### src/rtl/perf_pkg.sv
// Shared constants and record type for the per-stage cycle capture path.
package perf_pkg;

  localparam int CNT_W = 32;

  localparam logic SRC_STAGE1 = 1'b0;
  localparam logic SRC_STAGE2 = 1'b1;

  // One captured record: which stage fired and the counter value at that edge.
  typedef struct packed {
    logic             src;
    logic [CNT_W-1:0] count;
  } perf_rec_t;

endpackage

### src/rtl/perf_fifo.sv
// Synchronous FIFO with two ordered write ports and one read port.
// Port 0 is always written ahead of port 1. Writes beyond the free-slot
// count are dropped; the number dropped each cycle is reported on drop_n.
// A pop in the same cycle frees its slot for that cycle's writes.
module perf_fifo #(
  parameter  int W     = 33,
  parameter  int DEPTH = 4,
  localparam int AW    = $clog2(DEPTH),
  localparam int LW    = AW + 1
) (
  input  logic          clk,
  input  logic          resetn,
  input  logic          clear,
  input  logic          wr0_en,
  input  logic [W-1:0]  wr0_data,
  input  logic          wr1_en,
  input  logic [W-1:0]  wr1_data,
  input  logic          rd_en,
  output logic          rd_valid,
  output logic [W-1:0]  rd_data,
  output logic [LW-1:0] level,
  output logic [1:0]    drop_n
);

  logic [W-1:0]  mem [DEPTH];
  logic [AW-1:0] wptr;
  logic [AW-1:0] rptr;
  logic          pop;
  logic [LW-1:0] free;
  logic [1:0]    n_req;
  logic [1:0]    n_acc;
  logic [W-1:0]  first_data;
  logic [W-1:0]  second_data;

  assign rd_valid = (level != '0);
  assign rd_data  = mem[rptr];

  // Compact requested writes into order and limit them to the free slots.
  always_comb begin
    pop         = rd_en & rd_valid;
    free        = LW'(DEPTH) - level + LW'(pop);
    n_req       = {1'b0, wr0_en} + {1'b0, wr1_en};
    first_data  = wr0_en ? wr0_data : wr1_data;
    second_data = wr1_data;
    if (free >= LW'(n_req)) n_acc = n_req;
    else                    n_acc = free[1:0];
    drop_n = n_req - n_acc;
  end

  // Storage, pointers and occupancy; clear empties the FIFO outright.
  always_ff @(posedge clk or negedge resetn) begin
    if (!resetn) begin
      for (int i = 0; i < DEPTH; i++) mem[i] <= '0;
      wptr  <= '0;
      rptr  <= '0;
      level <= '0;
    end else if (clear) begin
      wptr  <= '0;
      rptr  <= '0;
      level <= '0;
    end else begin
      if (n_acc >= 2'd1) mem[wptr] <= first_data;
      if (n_acc == 2'd2) mem[wptr + AW'(1)] <= second_data;
      wptr  <= wptr + AW'(n_acc);
      rptr  <= rptr + AW'(pop);
      level <= level + LW'(n_acc) - LW'(pop);
    end
  end

endmodule

### src/rtl/perf_capture.sv
// Latches stage cycle counters on the rising edge of their stop markers and
// queues them for the host readout.
// Optional feature macro: PERF_CAPTURE_DROPCNT_EN enables the saturating
// dropped-record counter; otherwise drop_count is tied to zero.
// Output handshake: a record transfers in any cycle where out_valid and
// out_ready are both high; while out_valid is high and out_ready low,
// out_src/out_count hold the FIFO head unchanged.
module perf_capture
  import perf_pkg::*;
#(
  parameter int CNT_W = perf_pkg::CNT_W,
  parameter int DEPTH = 4
) (
  input  logic                     clk,
  input  logic                     resetn,
  input  logic                     clear,
  input  logic [CNT_W-1:0]         counter1,
  input  logic [CNT_W-1:0]         counter2,
  input  logic                     stop1,
  input  logic                     stop2,
  output logic                     out_valid,
  input  logic                     out_ready,
  output logic                     out_src,
  output logic [CNT_W-1:0]         out_count,
  output logic [$clog2(DEPTH):0]   level,
  output logic                     overflow,
  output logic [7:0]               drop_count
);

  logic             stop1_q;
  logic             stop2_q;
  logic             rise1;
  logic             rise2;
  logic [1:0]       n_drop;
  logic [CNT_W:0]   head;

  assign rise1 = stop1 & ~stop1_q;
  assign rise2 = stop2 & ~stop2_q;

  // Edge registers reset high so a marker already asserted at release is ignored.
  always_ff @(posedge clk or negedge resetn) begin
    if (!resetn) begin
      stop1_q <= 1'b1;
      stop2_q <= 1'b1;
    end else begin
      stop1_q <= stop1;
      stop2_q <= stop2;
    end
  end

  perf_fifo #(
    .W     (CNT_W + 1),
    .DEPTH (DEPTH)
  ) u_fifo (
    .clk      (clk),
    .resetn   (resetn),
    .clear    (clear),
    .wr0_en   (rise1 & ~clear),
    .wr0_data ({SRC_STAGE1, counter1}),
    .wr1_en   (rise2 & ~clear),
    .wr1_data ({SRC_STAGE2, counter2}),
    .rd_en    (out_ready),
    .rd_valid (out_valid),
    .rd_data  (head),
    .level    (level),
    .drop_n   (n_drop)
  );

  assign out_src   = head[CNT_W];
  assign out_count = head[CNT_W-1:0];

  // Sticky flag for any dropped capture.
  always_ff @(posedge clk or negedge resetn) begin
    if (!resetn)            overflow <= 1'b0;
    else if (clear)         overflow <= 1'b0;
    else if (n_drop != '0)  overflow <= 1'b1;
  end

`ifdef PERF_CAPTURE_DROPCNT_EN
  logic [8:0] drop_sum;
  assign drop_sum = {1'b0, drop_count} + {7'd0, n_drop};

  // Saturating count of dropped records.
  always_ff @(posedge clk or negedge resetn) begin
    if (!resetn)          drop_count <= 8'd0;
    else if (clear)       drop_count <= 8'd0;
    else if (drop_sum[8]) drop_count <= 8'd255;
    else                  drop_count <= drop_sum[7:0];
  end
`else
  assign drop_count = 8'd0;
`endif

endmodule

### config.mk
export PLATFORM = sky130hd
export DESIGN_NAME = perf_capture
export DESIGN_NICKNAME = d
export VERILOG_FILES = /design/src/rtl/perf_pkg.sv /design/src/rtl/perf_fifo.sv /design/src/rtl/perf_capture.sv
export SDC_FILE = /design/constraint.sdc
export NUM_CORES = 1
export LEC_CHECK = 0
export ABC_AREA = 0
export BUFFER_PORTS_ARGS = -buffer_cell sky130_fd_sc_hd__buf_4
export CORE_UTILIZATION = 45
export DETAILED_ROUTE_END_ITERATION = 6
export GPL_TIMING_DRIVEN = 0
export SKIP_LAST_GASP = 1
export SLEW_MARGIN = 25
export SYNTH_ARGS = -nofsm -noshare
export SYNTH_HDL_FRONTEND = slang
export SYNTH_SLANG_ARGS = --single-unit
### constraint.sdc
create_clock -name clk -period 6 [get_ports clk]
set_input_delay 0.6 -clock clk [delete_from_list [all_inputs] [get_ports clk]]
set_output_delay 0.6 -clock clk [all_outputs]
set_load 0.05 [all_outputs]
==> impl_metrics.csv <==
group,metric,value,unit
setup_path,critPathSlowestCell,"nor3_1",
synthesis,synthDistinctLibCells,43,
die,die_h,139,um
setup_path,start_kind,"register",
grt,grt_max_degree,84,
grt,grt_pass1_wl,45000,um
final_layout,mostFrequentLayoutCells,"140 x dfrtp_1, 116 x buf_4, 75 x nor2_1",
placement,numPortBuffers,106,
sta,drv_slew,0,
synthesis,synth_cells,827,
placement,gp_congestion,0.874,
die,die_w,139,um
sta,fin_ws,930,ps
synthesis,synth_area_per_cell,10.2,um^2
sta,rsz0062_at_grt,"false",
pwr,power_leakage,4.35,nW
drt,vias_per_cell,6.38,
pwr,irDropWorstVdd,0.264,mV
hold_path,hp-class,"input port to asynchronous set/reset pin",
sta,hold_slack,104,ps
synthesis,synth_seq_cells,142,
placement,pre_cts_slack,635,ps
setup_path,crit_arrival,5320,ps
clock_network,cts_root_buf,"clkbuf_16",
final_layout,area_delta_synth_final,21.0,%
placement,placed_cells_incl_taps,1170,
drt,drt-pass1-iter-count,7,
final_layout,final_common_cell,"dfrtp_1",
placement,hpwl,19500,um
sta,setup_violations,0,
synthesis,synthArstFlopShare,1.00,
setup_path,crit_path_max_incr_delay,740,ps
clock_network,cts_setup_buffers,0,
setup_path,required,6250,ps
sta,relSlewSlack,0.385,
sta,clock_skew,8.92,ps
sta,max_freq,197,MHz
final_layout,n_antenna_cell,0,
synthesis,yosysSeqAreaShare,0.423,
die,start_util,0.463,
drt,wl_per_cell,24.1,um
outcome,run_status,"finished, violations left",
final_layout,fillCellCount,1581,
sta,finalSetupTns,0,ps
die,std_cell_rows,49,
outcome,violations,"DRC",
clock_network,cts_tree,"built",
drt,postRouteAntennaNets,0,
sta,finalHoldViolCount,0,
clock_network,clock_sink_count,142,
job,drv_cap,0,
pwr,power_density,507,nW/um^2
grt,overflow,0,
setup_path,crit_family,"buffers and inverters",
synthesis,synth.cell_area,8400,um^2
sta,worst_pin_slew,916,ps
setup_path,path_cells,"or3b_2 > inv_2 > buf_2 > buf_2 > ha_1 > ha_1 > nand2b_1 > a211o_1 > buf_6 > a21o_1 > nor3_1 > clkbuf_1 > a222oi_1",
drt,drc,22,
synthesis,yosys_warnings,0,
setup_path,crit_type,"register to register",
die,io-pin-count,116,
die,dieArea,19200,um^2
setup_path,cp_num_buf_inv,5,
grt,antenna_found_initial,0,
grt,grt.total_usage,0.309,
clock_network,cts_buffer_depth,2,
clock_network,post_cts_resized,0,
final_layout,layout-drive-gt1-share,0.229,
clock_network,clock_latency,440,ps
drt,drt_iter0_drc,969,
final_layout,fin_nets,1041,
sta,min_period_over_period,0.845,
clock_network,clk_pin_slew,70,ps
synthesis,synth_edf_count,0,
clock_network,cts_made_buffers,17,
final_layout,finalNonFillerCells,1202,
sta,period_minus_slack,5070,ps
setup_path,cp_max_fo,10,
drt,drt-total-wl,28900,um
synthesis,ys.flop_type,"dfrtp_1",
grt,grt_pass1_vias,7958,
clock_network,cts_max_level,4,
setup_path,critPathCaptureType,"register",
drt,vias,7671,
die,core_area,18100,um^2
clock_network,holdBufCountCts,0,
[sequential cells by signal, summed over array words and instances, names as in the netlist]
name and cells:
u_fifo.level 3, stop2_q 1, overflow 1, stop1_q 1, u_fifo.mem 132, u_fifo.wptr 2, u_fifo.rptr 2
[cells in the mapped netlist, types with 2 or more instances]
library cell | instances | area [um^2]
dfstp_2 | 2 | 52.6
nor2_1 | 75 | 282
dfrtp_1 | 140 | 3500
a2111oi_4 | 2 | 55.1
a21oi_1 | 67 | 335
a211o_1 | 3 | 26.3
mux2_2 | 2 | 22.5
clkbuf_1 | 44 | 165
nor3_1 | 4 | 20.0
mux4_2 | 33 | 743
or3_1 | 2 | 12.5
inv_1 | 72 | 270
o221a_2 | 2 | 22.5
a211oi_2 | 2 | 25.0
o22a_1 | 65 | 569
a21o_1 | 33 | 248
xnor2_1 | 6 | 52.6
xor2_1 | 2 | 17.5
o221a_1 | 30 | 338
a222oi_1 | 32 | 320
nor2b_1 | 3 | 18.8
ha_1 | 10 | 125
o21ai_0 | 5 | 25.0
o211ai_1 | 64 | 480
buf_4 | 11 | 82.6
mux2i_1 | 3 | 30.0
buf_1 | 4 | 15.0
buf_2 | 18 | 90.1
nand2b_1 | 5 | 31.3
buf_6 | 4 | 45.0
nand2_1 | 70 | 263
[worst paths after layout]
path                                            start                    endpoint  slack (ps)  cells after the start
max reg2reg                         stop1_q$_DFF_PN1_  u_fifo.mem[59]$_DFFE_PN0N_         930                     13
max in group asynchronous                      resetn  u_fifo.mem[79]$_DFFE_PN0N_        5090                      2
max                                 stop1_q$_DFF_PN1_  u_fifo.mem[59]$_DFFE_PN0N_         930                     13
min reg2reg                u_fifo.mem[23]$_DFFE_PN0N_  u_fifo.mem[23]$_DFFE_PN0N_         510                      1
min in group clk                                stop1           stop1_q$_DFF_PN1_         280                      1
min                                            resetn   u_fifo.level[0]$_DFF_PN0_         100                      1
[power breakdown]
| group | leakage, nW | switching [mW] | internal, mW |
|---|---|---|---|
| combinational | 2.53 | 1.44 | 0.992 |
| sequential | 1.54 | 0.251 | 1.34 |
| clock | 0.279 | 0.450 | 0.676 |
| total | 4.35 | 2.14 | 3.01 |
[layer usage]
layer,track usage,share of wire,vias to the layer above
li1,-,-,3359
met1,0.409,0.42,3867
met2,0.505,0.48,401
met3,0.0687,0.085,44
met4,0.0971,0.016,0
met5,0,0,-
[kinds of logic (layout without fill, tap and decap cells)]
family	Yosys count	after routing	share of synthesized area
mux	39	39	0.0965
xor+xnor	8	8	0.00834
compound gates	309	309	0.296
simple gates	163	163	0.0785
buf+inv	154	293	0.0800
flops	142	142	0.423
other cells	1	8	0.000446
fa+ha+maj	11	11	0.0173
[per-stage QoR]
stage | cell area (um^2) | total power [mW] | utilization
after floorplan | 8430 | 3.31 | -
after global placement | 9510 | 3.93 | 0.524
after global routing | 10200 | 5.39 | 0.560
after detailed placement | 9540 | 4.02 | 0.526
after CTS | 10200 | 5.15 | 0.560
final | 10200 | 5.16 | 0.560
[final cells by class]
| class | instances | area, um^2 | area share |
|---|---|---|---|
| Tap cell | 229 | 287 | 0.0282 |
| Clock inverter | 13 | 165 | 0.0162 |
| Timing Repair Buffer | 107 | 831 | 0.0817 |
| Inverter | 73 | 274 | 0.0270 |
| Multi-Input combinational cell | 538 | 4200 | 0.413 |
| Buffer | 81 | 400 | 0.0394 |
| Clock buffer | 19 | 453 | 0.0446 |
| Sequential cell | 142 | 3560 | 0.350 |
(Power assumes the default switching activity.)
